`config.mk`:
```
export PLATFORM = sky130hd
export DESIGN_NAME = riscv_trace_fifo_flat
export DESIGN_NICKNAME = d
export VERILOG_FILES = /design/src/rtl/riscv_trace_fifo_if.sv /design/src/rtl/riscv_trace_fifo.sv /design/src/flat_wrapper.sv
export SDC_FILE = /design/constraint.sdc
export NUM_CORES = 1
export LEC_CHECK = 0
export BUFFER_PORTS_ARGS = -buffer_cell sky130_fd_sc_hd__buf_2
export CAP_MARGIN = 15
export CELL_PAD_IN_SITES_DETAIL_PLACEMENT = 1
export CELL_PAD_IN_SITES_GLOBAL_PLACEMENT = 1
export CORE_ASPECT_RATIO = 0.6
export CORE_MARGIN = 8
export CORE_UTILIZATION = 55
export DETAILED_ROUTE_END_ITERATION = 10
export PLACE_DENSITY_LB_ADDON = 0.3
export SETUP_SLACK_MARGIN = 0.3
export SYNTH_ARGS = -nofsm -noshare
export SYNTH_HDL_FRONTEND = slang
export SYNTH_SLANG_ARGS = --single-unit
```
`constraint.sdc`:
```
create_clock -name clk -period 17.65 [get_ports clk]
set_input_delay 3.53 -clock clk [delete_from_list [all_inputs] [get_ports clk]]
set_output_delay 3.53 -clock clk [all_outputs]
set_load 0.01 [all_outputs]
```
`src/rtl/riscv_trace_fifo_if.sv`:
```
// -----------------------------------------------------------------------------
// riscv_trace_fifo_if
// Drain-side valid/ready bus of the trace capture buffer.
//   out_valid  head entry available            (driven by the FIFO)
//   out_ready  consumer accepts the head entry (driven by the consumer)
//   out_kind   2'b00 reg write, 2'b01 store, 2'b10 load
//   out_idx    register number (zero-extended) or memory address
//   out_data   write-back, store or load data
// Modports: master = trace FIFO side, slave = consumer side.
// -----------------------------------------------------------------------------
interface riscv_trace_fifo_if #(
    parameter int DATA_W = 32,
    parameter int ADDR_W = 9
);
    logic              out_valid;
    logic              out_ready;
    logic [1:0]        out_kind;
    logic [ADDR_W-1:0] out_idx;
    logic [DATA_W-1:0] out_data;

    modport master (
        output out_valid,
        output out_kind,
        output out_idx,
        output out_data,
        input  out_ready
    );

    modport slave (
        input  out_valid,
        input  out_kind,
        input  out_idx,
        input  out_data,
        output out_ready
    );
endinterface

```
`src/rtl/riscv_trace_fifo.sv`:
```
// -----------------------------------------------------------------------------
// riscv_trace_fifo
// Trace capture buffer for the rv32i core observation ports. Each cycle up to
// two retired events (one memory event, one register write) are packed into
// tagged entries and queued in a DEPTH-entry FIFO, drained through a
// show-ahead valid/ready port.
// Ports:
//   clk, reset (sync, active-low), clear (sync flush)
//   en_mask[2:0]  per-kind capture enable: [0] reg write, [1] store, [2] load
//   stop_on_full  freeze capture on the first drop caused by a full FIFO
//   reg_write_sig/reg_num/reg_data       core register write-back
//   wr/rd/addr/wr_data/rd_data           core data memory access
//   trace         drain bus (riscv_trace_fifo_if.master)
//   count         occupied entries
//   drop_cnt      dropped events, saturating at 16'hFFFF
//   frozen        capture halted (draining still allowed)
// -----------------------------------------------------------------------------
module riscv_trace_fifo #(
    parameter int DATA_W = 32,
    parameter int ADDR_W = 9,
    parameter int REG_W  = 5,
    parameter int DEPTH  = 16
) (
    input  logic                       clk,
    input  logic                       reset,
    input  logic                       clear,
    input  logic [2:0]                 en_mask,
    input  logic                       stop_on_full,
    input  logic                       reg_write_sig,
    input  logic [REG_W-1:0]           reg_num,
    input  logic [DATA_W-1:0]          reg_data,
    input  logic                       wr,
    input  logic                       rd,
    input  logic [ADDR_W-1:0]          addr,
    input  logic [DATA_W-1:0]          wr_data,
    input  logic [DATA_W-1:0]          rd_data,
    riscv_trace_fifo_if.master         trace,
    output logic [$clog2(DEPTH+1)-1:0] count,
    output logic [15:0]                drop_cnt,
    output logic                       frozen
);
    localparam int CW = $clog2(DEPTH + 1);
    localparam int PW = $clog2(DEPTH);
    localparam logic [CW-1:0] DEPTH_C = CW'(DEPTH);

    localparam logic [1:0] KIND_REG   = 2'b00;
    localparam logic [1:0] KIND_STORE = 2'b01;
    localparam logic [1:0] KIND_LOAD  = 2'b10;

    // Entry storage (no reset needed: the output mux gates it with count)
    logic [1:0]        kind_mem_q [DEPTH];
    logic [ADDR_W-1:0] idx_mem_q  [DEPTH];
    logic [DATA_W-1:0] data_mem_q [DEPTH];

    logic [CW-1:0] count_q,    count_d;
    logic [PW-1:0] wptr_q,     wptr_d;
    logic [PW-1:0] rptr_q,     rptr_d;
    logic [15:0]   drop_cnt_q, drop_cnt_d;
    logic          frozen_q,   frozen_d;

    logic              mem_cand_s;
    logic [1:0]        mem_kind_s;
    logic [DATA_W-1:0] mem_data_s;
    logic              load_drop_s;
    logic              reg_cand_s;
    logic [1:0]        n_cand_s;
    logic [CW-1:0]     free_s;
    logic [1:0]        pushes_s;
    logic [1:0]        drops_s;
    logic              full_drop_s;
    logic              mem_push_s;
    logic              reg_push_s;
    logic [PW-1:0]     reg_ptr_s;
    logic              pop_s;
    logic [16:0]       drop_sum_s;

    // Candidate selection: store wins over load, everything gated by en_mask and frozen
    always_comb begin
        mem_cand_s  = 1'b0;
        mem_kind_s  = KIND_REG;
        mem_data_s  = {DATA_W{1'b0}};
        load_drop_s = 1'b0;
        reg_cand_s  = 1'b0;
        if (!frozen_q) begin
            if (wr) begin
                mem_cand_s  = en_mask[1];
                mem_kind_s  = KIND_STORE;
                mem_data_s  = wr_data;
                // simultaneous load loses to the store and counts as a drop
                load_drop_s = rd & en_mask[2];
            end else if (rd) begin
                mem_cand_s  = en_mask[2];
                mem_kind_s  = KIND_LOAD;
                mem_data_s  = rd_data;
            end else begin
                mem_cand_s  = 1'b0;
            end
            reg_cand_s = reg_write_sig & en_mask[0];
        end else begin
            mem_cand_s = 1'b0;
            reg_cand_s = 1'b0;
        end
    end

    // Admission: free space comes from the registered count only, so a
    // same-cycle pop never makes room for a push
    always_comb begin
        n_cand_s = {1'b0, mem_cand_s} + {1'b0, reg_cand_s};
        free_s   = DEPTH_C - count_q;
        if (free_s >= CW'(2'd2)) begin
            pushes_s = n_cand_s;
        end else if (free_s == CW'(1'b1)) begin
            pushes_s = (n_cand_s != 2'd0) ? 2'd1 : 2'd0;
        end else begin
            pushes_s = 2'd0;
        end
        full_drop_s = (n_cand_s > pushes_s);
        drops_s     = (n_cand_s - pushes_s) + {1'b0, load_drop_s};
        // mem entry always takes the first granted slot
        mem_push_s  = mem_cand_s && (pushes_s != 2'd0);
        reg_push_s  = reg_cand_s && ((pushes_s == 2'd2) || (!mem_cand_s && (pushes_s == 2'd1)));
        reg_ptr_s   = mem_push_s ? (wptr_q + PW'(1'b1)) : wptr_q;
        pop_s       = (count_q != {CW{1'b0}}) && trace.out_ready;
    end

    // Next-state for pointers, occupancy, drop counter and freeze flag
    always_comb begin
        wptr_d     = wptr_q + PW'(pushes_s);
        rptr_d     = rptr_q + PW'(pop_s);
        count_d    = count_q + CW'(pushes_s) - CW'(pop_s);
        drop_sum_s = {1'b0, drop_cnt_q} + 17'(drops_s);
        if (drop_sum_s[16]) begin
            drop_cnt_d = 16'hFFFF;
        end else begin
            drop_cnt_d = drop_sum_s[15:0];
        end
        if (stop_on_full && full_drop_s) begin
            frozen_d = 1'b1;
        end else begin
            frozen_d = frozen_q;
        end
    end

    // Control state register with sync reset and clear
    always_ff @(posedge clk) begin
        if (!reset) begin
            count_q    <= {CW{1'b0}};
            wptr_q     <= {PW{1'b0}};
            rptr_q     <= {PW{1'b0}};
            drop_cnt_q <= 16'h0000;
            frozen_q   <= 1'b0;
        end else if (clear) begin
            count_q    <= {CW{1'b0}};
            wptr_q     <= {PW{1'b0}};
            rptr_q     <= {PW{1'b0}};
            drop_cnt_q <= 16'h0000;
            frozen_q   <= 1'b0;
        end else begin
            count_q    <= count_d;
            wptr_q     <= wptr_d;
            rptr_q     <= rptr_d;
            drop_cnt_q <= drop_cnt_d;
            frozen_q   <= frozen_d;
        end
    end

    // Entry write port: mem entry at wptr, reg entry right after it
    always_ff @(posedge clk) begin
        if (reset && !clear) begin
            if (mem_push_s) begin
                kind_mem_q[wptr_q] <= mem_kind_s;
                idx_mem_q[wptr_q]  <= addr;
                data_mem_q[wptr_q] <= mem_data_s;
            end
            if (reg_push_s) begin
                kind_mem_q[reg_ptr_s] <= KIND_REG;
                idx_mem_q[reg_ptr_s]  <= ADDR_W'(reg_num);
                data_mem_q[reg_ptr_s] <= reg_data;
            end
        end
    end

    // Show-ahead head: entry at rptr while non-empty, zeros otherwise
    always_comb begin
        if (count_q != {CW{1'b0}}) begin
            trace.out_valid = 1'b1;
            trace.out_kind  = kind_mem_q[rptr_q];
            trace.out_idx   = idx_mem_q[rptr_q];
            trace.out_data  = data_mem_q[rptr_q];
        end else begin
            trace.out_valid = 1'b0;
            trace.out_kind  = 2'b00;
            trace.out_idx   = {ADDR_W{1'b0}};
            trace.out_data  = {DATA_W{1'b0}};
        end
    end

    assign count    = count_q;
    assign drop_cnt = drop_cnt_q;
    assign frozen   = frozen_q;

endmodule

```
`src/flat_wrapper.sv`:
```
// flat-port wrapper written by rule: the top's interface ports become plain ports
module riscv_trace_fifo_flat 
#(
    parameter int DATA_W = 32,
    parameter int ADDR_W = 9,
    parameter int REG_W  = 5,
    parameter int DEPTH  = 16
)
  (clk, reset, clear, en_mask, stop_on_full, reg_write_sig, reg_num, reg_data, wr, rd, addr, wr_data, rd_data, count, drop_cnt, frozen, trace_out_valid, trace_out_kind, trace_out_idx, trace_out_data, trace_out_ready);
  riscv_trace_fifo_if #(.DATA_W(DATA_W), .ADDR_W(ADDR_W)) trace_i ();
  input  logic clk;
  input  logic reset;
  input  logic clear;
  input  logic [2:0] en_mask;
  input  logic stop_on_full;
  input  logic reg_write_sig;
  input  logic [REG_W-1:0] reg_num;
  input  logic [DATA_W-1:0] reg_data;
  input  logic wr;
  input  logic rd;
  input  logic [ADDR_W-1:0] addr;
  input  logic [DATA_W-1:0] wr_data;
  input  logic [DATA_W-1:0] rd_data;
  output logic [$clog2(DEPTH+1)-1:0] count;
  output logic [15:0] drop_cnt;
  output logic frozen;
  output wire logic [$bits(trace_i.out_valid)-1:0] trace_out_valid;
  output wire logic [$bits(trace_i.out_kind)-1:0] trace_out_kind;
  output wire logic [$bits(trace_i.out_idx)-1:0] trace_out_idx;
  output wire logic [$bits(trace_i.out_data)-1:0] trace_out_data;
  input wire logic [$bits(trace_i.out_ready)-1:0] trace_out_ready;
  assign trace_out_valid = trace_i.out_valid;
  assign trace_out_kind = trace_i.out_kind;
  assign trace_out_idx = trace_i.out_idx;
  assign trace_out_data = trace_i.out_data;
  assign trace_i.out_ready = trace_out_ready;
  riscv_trace_fifo #(.DATA_W(DATA_W), .ADDR_W(ADDR_W), .REG_W(REG_W), .DEPTH(DEPTH)) u_core (.clk(clk), .reset(reset), .clear(clear), .en_mask(en_mask), .stop_on_full(stop_on_full), .reg_write_sig(reg_write_sig), .reg_num(reg_num), .reg_data(reg_data), .wr(wr), .rd(rd), .addr(addr), .wr_data(wr_data), .rd_data(rd_data), .trace(trace_i), .count(count), .drop_cnt(drop_cnt), .frozen(frozen));
endmodule
```
=== Word-level counts from Yosys, hierarchy flattened ===
Memory sizes are Yosys's and may differ from the RTL's. A register that Yosys moved wholly into a read port is not among the register bits.
Index checks and enable logic that the tools add are counted.

* Add/sub/neg operators: 10
* $lt $le $gt $ge: 2
* Equal/unequal tests: 3
* Mux-type cells: 30
* Bitwise logic cells: 3
* Reduce and logical (&&, ||, !) cells: 13

{| class="wikitable"
|+ Operators with widths
! operator !! number
|-
| 2-to-1 mux 32 bit || 4
|-
| adder 16 x 2 -> 17 bit || 1
|-
| 2-to-1 mux 16 bit || 1
|-
| 2-to-1 mux 4 bit || 4
|-
| 2-to-1 mux 1 bit || 14
|-
| 2-to-1 mux 2 bit || 6
|-
| 2-to-1 mux 9 bit || 1
|-
| logical AND 1 bit || 6
|-
| adder 5 x 2 -> 5 bit || 1
|-
| == test 5 x 1 -> 1 bit (second input constant) || 1
|-
| greater-or-equal comparator 5 x 2 -> 1 bit (second input constant) || 1
|-
| nonzero test 5 bit || 1
|-
| subtractor 5 x 1 -> 5 bit || 1
|-
| subtractor 5 bit (first input constant) || 1
|-
| adder 4 x 1 -> 4 bit || 1
|-
| adder 4 x 1 -> 4 bit (second input constant) || 1
|-
| adder 4 x 2 -> 4 bit || 1
|-
| nonzero test 2 bit || 2
|-
| adder 1 x 1 -> 2 bit || 1
|-
| adder 2 x 1 -> 2 bit || 1
|-
| bitwise AND 1 bit || 2
|-
| == test 2 x 1 -> 1 bit (second input constant) || 1
|-
| == test 2 bit (second input constant) || 1
|-
| greater-than comparator 2 bit || 1
|-
| 5 further kinds || 6
|}

* Flip-flop bits (word level): 30
* RAM bits: 688
* Input port bits: 121
* Logic and storage cells: 69
* Memories kept: 3

{| class="wikitable"
|+ Memories
! memory !! depth !! bits a word !! read ports !! clocked after memory_dff !! write ports !! line !! text
|-
| u_core.data_mem_q || 16 || 32 || 1 || 1 || 2 || riscv_trace_fifo.sv:53 || <nowiki>logic [DATA_W-1:0] data_mem_q [DEPTH];</nowiki>
|-
| u_core.idx_mem_q || 16 || 9 || 1 || 1 || 2 || riscv_trace_fifo.sv:52 || <nowiki>logic [ADDR_W-1:0] idx_mem_q [DEPTH];</nowiki>
|-
| u_core.kind_mem_q || 16 || 2 || 1 || 1 || 2 || riscv_trace_fifo.sv:51 || <nowiki>logic [1:0] kind_mem_q [DEPTH];</nowiki>
|}

=== Logic depth before layout (Yosys ltp) ===
Gate-level depths: netlist of run 1.

* Depth after elaboration: 15
* Depth in mapped cells: 21
* Gate-level depth less buffers: 21

=== Worst setup path before layout of run 1 ===
Ideal clock, no wire load.

* Kind: input-to-reg
* Start point: input wr
* End point: memory u_core.data_mem_q[13][0] (enable)
* Library setup time: 0.483 ns
* Data arrival time: 8.205 ns
* Data required time: 17.167 ns
* Path slack: 8.962 ns
* Cell stages on the path: 13
* Buffers on the path: 4
* Cells stage by stage: nand3b_1 a21oi_2 inv_1 ha_1 nand3b_1 nand3_1 o221a_2 buf_4 buf_2 nand3_1 clkbuf_1 clkbuf_1 o21ai_0

{| class="wikitable"
|+ RTL lines
! item !! line !! text
|-
| from (decl) || flat_wrapper.sv:19 || <nowiki>input logic wr;</nowiki>
|-
| to (decl) || riscv_trace_fifo.sv:53 ||
|}

==> results of run 1 <==
-- sequential cells by signal (all words and copies together) (netlist names) --
signal             cells
u_core.count           5
u_core.frozen          1
u_core.data_mem_q    512
u_core.rptr_q          4
u_core.drop_cnt       16
u_core.idx_mem_q     144
u_core.wptr_q          4
u_core.kind_mem_q     32
-- stage by stage --
| stage | setup slack, ns | hold slack [ns] | instance area, µm² | std cells | util, % |
|---|---|---|---|---|---|
| 6_report | 9.483 | 0.4587 | 39810 | 3775 | 61.54 |
| 3_5_place_dp | 8.991 | 0.4485 | 37560 | 3638 | 58.07 |
| 2_1_floorplan | 8.962 | 0.4289 | 36080 | 2838 | - |
| 4_1_cts | 9.567 | 0.4576 | 39730 | 3760 | 61.42 |
| 5_1_grt | 9.308 | 0.4858 | 39800 | 3772 | 61.53 |
| 3_3_place_gp | 9.160 | 0.4360 | 37560 | 3638 | 58.07 |
-- power groups by stage --
stage                     Clock, mW  Combinational [mW]  Sequential, mW
final                          1.49               0.854            1.93
after global routing           1.54               0.908            1.93
after CTS                      1.49               0.850            1.93
after detailed placement          0               0.840            1.97
after global placement            0               0.800            1.96
after floorplan                   0               0.572            1.95
-- worst paths after layout --
| kind | from | endpoint | slack (ns) | depth (start not counted) |
|---|---|---|---|---|
| max | wr | u_core.data_mem_q[14][27] | 9.48 | 13 |
| min | u_core.idx_mem_q[1][7] | u_core.idx_mem_q[1][7] | 0.46 | 2 |
| max reg2reg | u_core.count[2] | u_core.data_mem_q[14][27] | 11.70 | 13 |
| min reg2reg | u_core.idx_mem_q[1][7] | u_core.idx_mem_q[1][7] | 0.46 | 2 |
-- tightest hold or removal path, cell delays in order (launching register included) --
cell and delay (ns):
sky130_fd_sc_hd__dfxtp_1 0.31, sky130_fd_sc_hd__nand2_1 0.05, sky130_fd_sc_hd__a21oi_1 0.05
-- logic make-up (layout without fill, tap and decap cells) --
logic type / after synthesis / after routing / share of synthesized area, %
XOR/XNOR: 21 / 21 / 0.5097
adder cells (fa/ha/maj): 29 / 29 / 1.068
flip-flops: 718 / 718 / 56.26
buffers and inverters: 328 / 403 / 3.593
multiplexers: 368 / 368 / 18.13
AND/OR/NAND/NOR: 648 / 648 / 7.612
other: 0 / 11 / 0
AO/OA/AOI/OAI: 726 / 726 / 12.83
-- synth_stat cells (3+ instances only) --
| master | n |
|---|---|
| sky130_fd_sc_hd__nand4_1 | 4 |
| sky130_fd_sc_hd__and3_1 | 7 |
| sky130_fd_sc_hd__or3_1 | 6 |
| sky130_fd_sc_hd__fa_1 | 3 |
| sky130_fd_sc_hd__nand3_1 | 34 |
| sky130_fd_sc_hd__mux4_2 | 215 |
| sky130_fd_sc_hd__o31ai_1 | 19 |
| sky130_fd_sc_hd__edfxtp_1 | 592 |
| sky130_fd_sc_hd__nand2_1 | 185 |
| sky130_fd_sc_hd__dfxtp_1 | 126 |
| sky130_fd_sc_hd__nor3_1 | 5 |
| sky130_fd_sc_hd__and2_1 | 55 |
| sky130_fd_sc_hd__o32ai_1 | 22 |
| sky130_fd_sc_hd__a22o_1 | 32 |
| sky130_fd_sc_hd__nor2_1 | 326 |
| sky130_fd_sc_hd__ha_1 | 26 |
| sky130_fd_sc_hd__nor2b_1 | 8 |
| sky130_fd_sc_hd__inv_1 | 24 |
| sky130_fd_sc_hd__buf_4 | 5 |
| sky130_fd_sc_hd__nand2b_1 | 5 |
| sky130_fd_sc_hd__xnor2_1 | 10 |
| sky130_fd_sc_hd__a21oi_1 | 289 |
| sky130_fd_sc_hd__clkbuf_1 | 233 |
| sky130_fd_sc_hd__buf_2 | 36 |
| sky130_fd_sc_hd__o211ai_1 | 7 |
| sky130_fd_sc_hd__mux2_2 | 132 |
| sky130_fd_sc_hd__xor2_1 | 11 |
| sky130_fd_sc_hd__o22ai_1 | 31 |
| sky130_fd_sc_hd__a22oi_1 | 224 |
| sky130_fd_sc_hd__o21ai_0 | 79 |
| sky130_fd_sc_hd__or2_2 | 3 |
| sky130_fd_sc_hd__buf_1 | 29 |
| sky130_fd_sc_hd__a211oi_1 | 3 |
| sky130_fd_sc_hd__a21oi_2 | 3 |
| sky130_fd_sc_hd__mux2i_1 | 19 |
-- routing by layer --
metal	global-route usage (%)	vias to the layer above	share of wire (%)
met1	45.64	14080	38
met4	10.78	4	2.9
li1	-	10970	-
met3	9.375	298	13
met2	50.55	2186	46
met5	0	-	0.021
-- cells in the final DEF, fill, tap and decap left out, types with 6 or more instances in the layout --
master / netlist / routed
sky130_fd_sc_hd__nand2_1: 185 / 176
sky130_fd_sc_hd__buf_2: 36 / 186
sky130_fd_sc_hd__mux2i_1: 19 / 19
sky130_fd_sc_hd__or3_1: 6 / 6
sky130_fd_sc_hd__and2_1: 55 / 52
sky130_fd_sc_hd__o22ai_1: 31 / 29
sky130_fd_sc_hd__o32ai_1: 22 / 22
sky130_fd_sc_hd__clkinv_1: 0 / 10
sky130_fd_sc_hd__nand3_1: 34 / 34
sky130_fd_sc_hd__nor2_1: 326 / 324
sky130_fd_sc_hd__nand2_2: 0 / 9
sky130_fd_sc_hd__a22oi_1: 224 / 224
sky130_fd_sc_hd__o31ai_1: 19 / 19
sky130_fd_sc_hd__mux4_2: 215 / 215
sky130_fd_sc_hd__o21ai_0: 79 / 72
sky130_fd_sc_hd__clkbuf_16: 0 / 73
sky130_fd_sc_hd__dfxtp_1: 126 / 122
sky130_fd_sc_hd__and3_1: 7 / 7
sky130_fd_sc_hd__clkinv_2: 0 / 15
sky130_fd_sc_hd__edfxtp_1: 592 / 592
sky130_fd_sc_hd__clkbuf_1: 233 / 13
sky130_fd_sc_hd__nor2b_1: 8 / 6
sky130_fd_sc_hd__o211ai_1: 7 / 7
sky130_fd_sc_hd__xnor2_1: 10 / 10
sky130_fd_sc_hd__mux2_2: 132 / 132
sky130_fd_sc_hd__diode_2: 0 / 11
sky130_fd_sc_hd__xor2_1: 11 / 11
sky130_fd_sc_hd__a22o_1: 32 / 32
sky130_fd_sc_hd__inv_1: 24 / 23
sky130_fd_sc_hd__a21oi_1: 289 / 289
sky130_fd_sc_hd__ha_1: 26 / 26
sky130_fd_sc_hd__buf_4: 5 / 67
sky130_fd_sc_hd__o21ai_4: 0 / 7
-- final cells by class --
type / count / area share, %
multi-input cells: 1792 / 36.83
clock buffers: 93 / 4.909
repair buffers: 257 / 3.737
clock inverters: 29 / 0.5312
diodes: 11 / 0.06915
well taps: 851 / 2.675
inverters: 24 / 0.2263
flip-flops and latches: 718 / 51.02
==> implementation parameters, run 1 <==
Parameter                              Value

Status
  Status ... finished, final reports clean

Setup path
  Worst path cell trace ... buf_2, nand3b_1, a21oi_2, ha_1, nor2_1, inv_1, o221a_2, o32ai_2, and2_2, buf_4, nand2_2, o21ai_4, buf_4
  Category of the worst setup path capture point ... flop
  Data required time of the critical path ... 17.91 ns
  Data arrival time at the worst-slack endpoint ... approximately 8.4 ns
  Crit path largest cell delay ... 0.78 ns
  Slowest library cell on the worst path ... sky130_fd_sc_hd__nand2_2
  Top Family by Delay on Critical Path ... compound AO/OA/AOI/OAI gates
  Buf+Inv Stages, Crit Path ... 4
  Most used cell along the critical path ... sky130_fd_sc_hd__buf_4
  Startpoint type of the worst setup path ... input port
  Startpoint-to-endpoint class of the critical path ... input port to flop
  CP Max Fanout ... approximately 70

Synthesis
  Top cells by area in the synthesized netlist ... sky130_fd_sc_hd__edfxtp_1, sky130_fd_sc_hd__mux4_2, sky130_fd_sc_hd__dfxtp_1, sky130_fd_sc_hd__a22oi_1, sky130_fd_sc_hd__mux2_2
  Net count after synthesis ... ~3000
  Post-synth top flop ... sky130_fd_sc_hd__edfxtp_1
  Post-synthesis instance area ... around 36000 µm²
  Count of flip-flops with a built-in enable after synthesis ... ~590
  Fraction of the yosys area taken by sequential cells ... roughly 56%
  Post-Syn Instances ... around 2800
  Post-synthesis average cell area ... 12.71 µm²
  Cell accounting for the most synthesized area ... sky130_fd_sc_hd__edfxtp_1
  Fraction of post-synthesis cell area in the top cell type by area ... between 40% and 50%
  Post-synthesis sequential element count ... ~720
  Warning count from the yosys run ... 0
  Number of different library cells in the post-synthesis netlist ... just under 60
  Fraction of synthesis flops using an asynchronous set or reset pin ... 0%

STA
  Number of endpoints failing setup at the final stage ... 0
  Transition time of the tightest slew-check pin ... 1.411 ns
  Tmin final ... just over 8 ns
  Hold Fails Final Rpt ... 0
  Worst clock skew on the final layout ... ~0.017 ns
  Unrepaired setup endpoints after global routing ... no
  Upper clock frequency limit ... 122.4 MHz
  Setup TNS ... 0 ns
  Headroom to the max-slew limit ... under 10%
  Share of the clock period used by the worst path ... 46.27%
  Max-slew violation count ... 0

Route
  Routed Wire Length ... between 100000 and 150000 µm
  Drt first pass iters ... 6
  Vias per cell ... 7.293
  Detailed-route DRC error count ... 0
  Routed Antenna Nets ... 0
  Avg WL per Cell ... about 34 µm
  First DRT Iteration DRCs ... ~4100
  Vias post-DR ... 27530

Floorplan
  Row cnt ... about 70
  Chip Width ... between 300 and 400 µm
  Top-level I/O count ... roughly 190
  Initial core utilization ... a little under three fifths
  Placeable core area ... 64680 µm²
  Floorplan die area ... approximately 74000 µm²
  Height of the chip ... around 210 µm

Clock tree
  TritonCTS clock tree ... done
  Sink count of the clock tree ... 718
  Clock tree buffer depth ... 3
  Depth of the CTS H-tree ... 3
  Clock edge transition at the registers on the reported setup and hold paths ... approximately 0.060 ns
  Number of buffers inserted by hold repair at cts ... 0
  Buffers inserted during post-CTS setup optimization ... 0
  Clock root buffer ... sky130_fd_sc_hd__clkbuf_16
  Number of buffers inserted during clock tree synthesis ... 68
  Clock Latency Late Sink ... around 0.62 ns
  Post-cts sizing count ... 0

GRT
  Total track usage ... around 33%
  Residual overflow from global routing ... 0
  Number of global-route vias before repair ... about 28000
  Number of antenna violations at the first check in global routing ... 13
  Pin count of the biggest net entering global routing ... 69
  First-pass GRT wire length ... 186800 µm

Finish
  Share of layout cells above drive strength 1 ... about a quarter
  Area occupied by multi-input gates ... around 15000 µm²
  Area growth from synthesis to layout ... 10.33%
  Area of all sequential standard cells ... approximately 20000 µm²
  Net count, final ... roughly 3000
  Fill count ... 6279

Power and ir drop
  Cell internal power dissipation ... about 3.1 mW
  Sequential fraction of design power ... 45.2%
  Post-layout power ... around 4.3 mW
  Leakage ... between 10 and 15 nW
  Switching power as a share of total power ... between 20% and 30%
  Total power divided by cell area ... ~110 nW/µm²
  Switching power of the nets ... 1.182 mW
  Maximum vdd drop ... 0.00007168 V
  Fraction of power consumed by combinational cells ... between 20% and 30%
  Part of the power in the clock network ... a little over a third

Placement
  GP Congestion ... just under 0.9
  Detail Placement HPWL ... roughly 77000 µm
  Buffers added on ports ... about 190

Hold path
  Worst hold path class ... flop to flop

Flow run
  Maximum Capacitance Violations ... 0
Note: power is estimated with default switching activity, not from simulation.
==> inputs of run 2 (changes only) <==
--- a/config.mk
+++ b/config.mk
@@ -11,7 +11,7 @@
 export CELL_PAD_IN_SITES_GLOBAL_PLACEMENT = 1
 export CORE_ASPECT_RATIO = 0.6
 export CORE_MARGIN = 8
-export CORE_UTILIZATION = 55
+export CORE_UTILIZATION = 46
 export DETAILED_ROUTE_END_ITERATION = 10
 export PLACE_DENSITY_LB_ADDON = 0.3
 export SETUP_SLACK_MARGIN = 0.3
==> constraint.sdc (replaced) <==
create_clock -name clk -period 7.4 [get_ports clk]
set_input_delay 1.48 -clock clk [delete_from_list [all_inputs] [get_ports clk]]
set_output_delay 1.48 -clock clk [all_outputs]
set_load 0.01 [all_outputs]
==> run 2 against run 1 <==
Total power increased by 140%; routed wire length grew 3.0%; count of clock-buffer cells in the layout is 2 lower.
==> implementation parameters, run 2 (same netlist as run 1, synthesis figures left out) <==
Parameter                              Value

Power and ir drop
  Fraction of power consumed by combinational cells ... between 10% and 20%
  Sequential fraction of design power ... a little under half
  Cell internal power dissipation ... approximately 7.4 mW
  Part of the power in the clock network ... a little over a third
  Leakage ... roughly 14 nW
  Switching power of the nets ... roughly 2.8 mW
  Maximum vdd drop ... between 0.0001 and 0.00015 V
  Total power divided by cell area ... around 260 nW/µm²
  Switching power as a share of total power ... roughly 28%

STA
  Transition time of the tightest slew-check pin ... approximately 1.4 ns
  Worst clock skew on the final layout ... 0.02254 ns
  Share of the clock period used by the worst path ... between 70% and 80%
  Setup TNS ... 0 ns
  Upper clock frequency limit ... 177.7 MHz
  Hold Fails Final Rpt ... 0
  Max-slew violation count ... 0
  Tmin final ... around 5.6 ns
  Unrepaired setup endpoints after global routing ... no
  Number of endpoints failing setup at the final stage ... 0
  Headroom to the max-slew limit ... roughly 6.6%
  Worst Setup Slack, final ... approximately 1.8 ns

Clock tree
  Depth of the CTS H-tree ... 3
  Number of buffers inserted by hold repair at cts ... 0
  TritonCTS clock tree ... done
  Clock edge transition at the registers on the reported setup and hold paths ... approximately 0.060 ns
  Clock root buffer ... sky130_fd_sc_hd__clkbuf_16
  Number of buffers inserted during clock tree synthesis ... just over 70
  Buffers inserted during post-CTS setup optimization ... 0
  Sink count of the clock tree ... between 700 and 800
  Post-cts sizing count ... 0
  Clock tree buffer depth ... 3
  Clock Latency Late Sink ... 0.63 ns

Route
  Vias per cell ... 6.848
  Avg WL per Cell ... 32.78 µm
  Vias post-DR ... ~27000
  Routed Wire Length ... around 130000 µm
  Routed Antenna Nets ... 0
  Detailed-route DRC error count ... 0
  First DRT Iteration DRCs ... approximately 3500
  Drt first pass iters ... 6

Finish
  Max FFs per register ... roughly 510
  Area occupied by multi-input gates ... approximately 15000 µm²
  Net count, final ... 3021
  Share of layout cells above drive strength 1 ... 26.14%
  Area growth from synthesis to layout ... 11.51%
  Most frequent standard cell in the layout excluding fill and tap cells ... sky130_fd_sc_hd__edfxtp_1
  Area of all sequential standard cells ... between 20000 and 25000 µm²
  Largest regs ... u_core.data_mem_q x512, u_core.idx_mem_q x144, u_core.kind_mem_q x32
  Commonest cells after routing, fill and taps aside ... sky130_fd_sc_hd__edfxtp_1, sky130_fd_sc_hd__nor2_1, sky130_fd_sc_hd__a21oi_1, sky130_fd_sc_hd__a22oi_1, sky130_fd_sc_hd__mux4_2
  Fin util ... between 50 and 60%
  Fill count ... just under 8000
  Biggest register ... u_core.data_mem_q

Floorplan
  Initial core utilization ... 46.50%
  Chip Width ... roughly 380 µm
  Placeable core area ... just under 80000 µm²
  Top-level I/O count ... 187
  Row cnt ... 79
  Floorplan die area ... between 80000 and 90000 µm²
  Height of the chip ... 232.9 µm

Setup path
  Startpoint type of the worst setup path ... input port
  CP Max Fanout ... 20
  Data arrival time at the worst-slack endpoint ... just under 6 ns
  Crit. Startpoint ... wr
  Data required time of the critical path ... just under 8 ns
  Reg2Reg Launch Point ... u_core.count[1]
  Category of the worst setup path capture point ... flop
  Startpoint-to-endpoint class of the critical path ... input port to flop

Hold path
  Source of the worst hold timing path ... u_core.idx_mem_q[0][6]
  Worst hold path class ... flop to flop

GRT
  Total track usage ... 29.01%
  Number of global-route vias before repair ... between 20000 and 30000
  Residual overflow from global routing ... 0
  Number of antenna violations at the first check in global routing ... 9
  Pin count of the biggest net entering global routing ... 80
  First-pass GRT wire length ... roughly 190000 µm

Status
  Status ... finished, final reports clean

Placement
  Detail Placement HPWL ... 80180 µm
  Buffers added on ports ... roughly 190
  GP Congestion ... a little under 0.9
  Worst setup slack before clock tree synthesis ... about 1.2 ns

Flow run
  Maximum Capacitance Violations ... 0
-- run 2: cell types whose count changed in the layout (fill, tap and decap cells not counted), sizes merged --
cell / delta
clkinv: -4
buf: +6
diode: -7
inv: +2
clkbuf: -2
clkinvlp: +8
-- run 2: power by group through the flow --
stage          registers, mW  clock network [mW]  logic [mW]
2_1_floorplan           4.66                   0        1.36
3_3_place_gp            4.71                   0        1.91
3_5_place_dp            4.72                   0        1.98
4_1_cts                 4.63                3.66        1.99
5_1_grt                 4.64                3.79        2.14
6_report                4.63                3.65        1.99
-- run 2: per-stage QoR --
step           cell area [µm²]  hold WS [ns]  cells  power, mW
2_1_floorplan            36080        0.4289   2838      6.020
3_3_place_gp             37910        0.4433   3846      6.619
3_5_place_dp             37920        0.4519   3847      6.695
4_1_cts                  40170        0.4607   3973      10.29
5_1_grt                  40220        0.4734   3977      10.57
6_report                 40230        0.4619   3980      10.27
-- run 2: final timing paths --
| path | to | slack, ns | cells past startpoint |
|---|---|---|---|
| max | u_core.data_mem_q[0][21] | 1.77 | 13 |
| min reg2reg | u_core.idx_mem_q[0][6] | 0.46 | 2 |
| max reg2reg | u_core.data_mem_q[0][21] | 1.98 | 12 |
| min | u_core.idx_mem_q[0][6] | 0.46 | 2 |
-- run 2: worst max-delay path, cell delays in order --
cell and delay, ns:
sky130_fd_sc_hd__buf_2 0.13, sky130_fd_sc_hd__nand3b_1 0.19, sky130_fd_sc_hd__a21oi_2 0.36, sky130_fd_sc_hd__inv_1 0.13
sky130_fd_sc_hd__ha_1 0.20, sky130_fd_sc_hd__nand3b_1 0.20, sky130_fd_sc_hd__nand3_1 0.14, sky130_fd_sc_hd__o221a_2 0.50
sky130_fd_sc_hd__nand3_1 0.83, sky130_fd_sc_hd__nor3_1 0.57, sky130_fd_sc_hd__buf_4 0.23, sky130_fd_sc_hd__or2_2 0.52
sky130_fd_sc_hd__buf_4 0.42
-- run 2: metal layers --
metal	vias up	GRT usage (%)	share of wire, %
li1	11000	-	-
met1	14160	40.57	40
met2	1840	45.04	45
met3	253	7.252	12
met4	4	8.304	2.9
met5	-	0	0.026
-- run 2: area by class of cell --
class / count / share of cell area [%]
clock inverters: 35 / 0.6655
inverters: 24 / 0.2239
repair buffers: 263 / 3.947
well taps: 1053 / 3.275
clock buffers: 91 / 4.939
diodes: 4 / 0.02488
multi-input cells: 1792 / 36.44
flip-flops and latches: 718 / 50.49
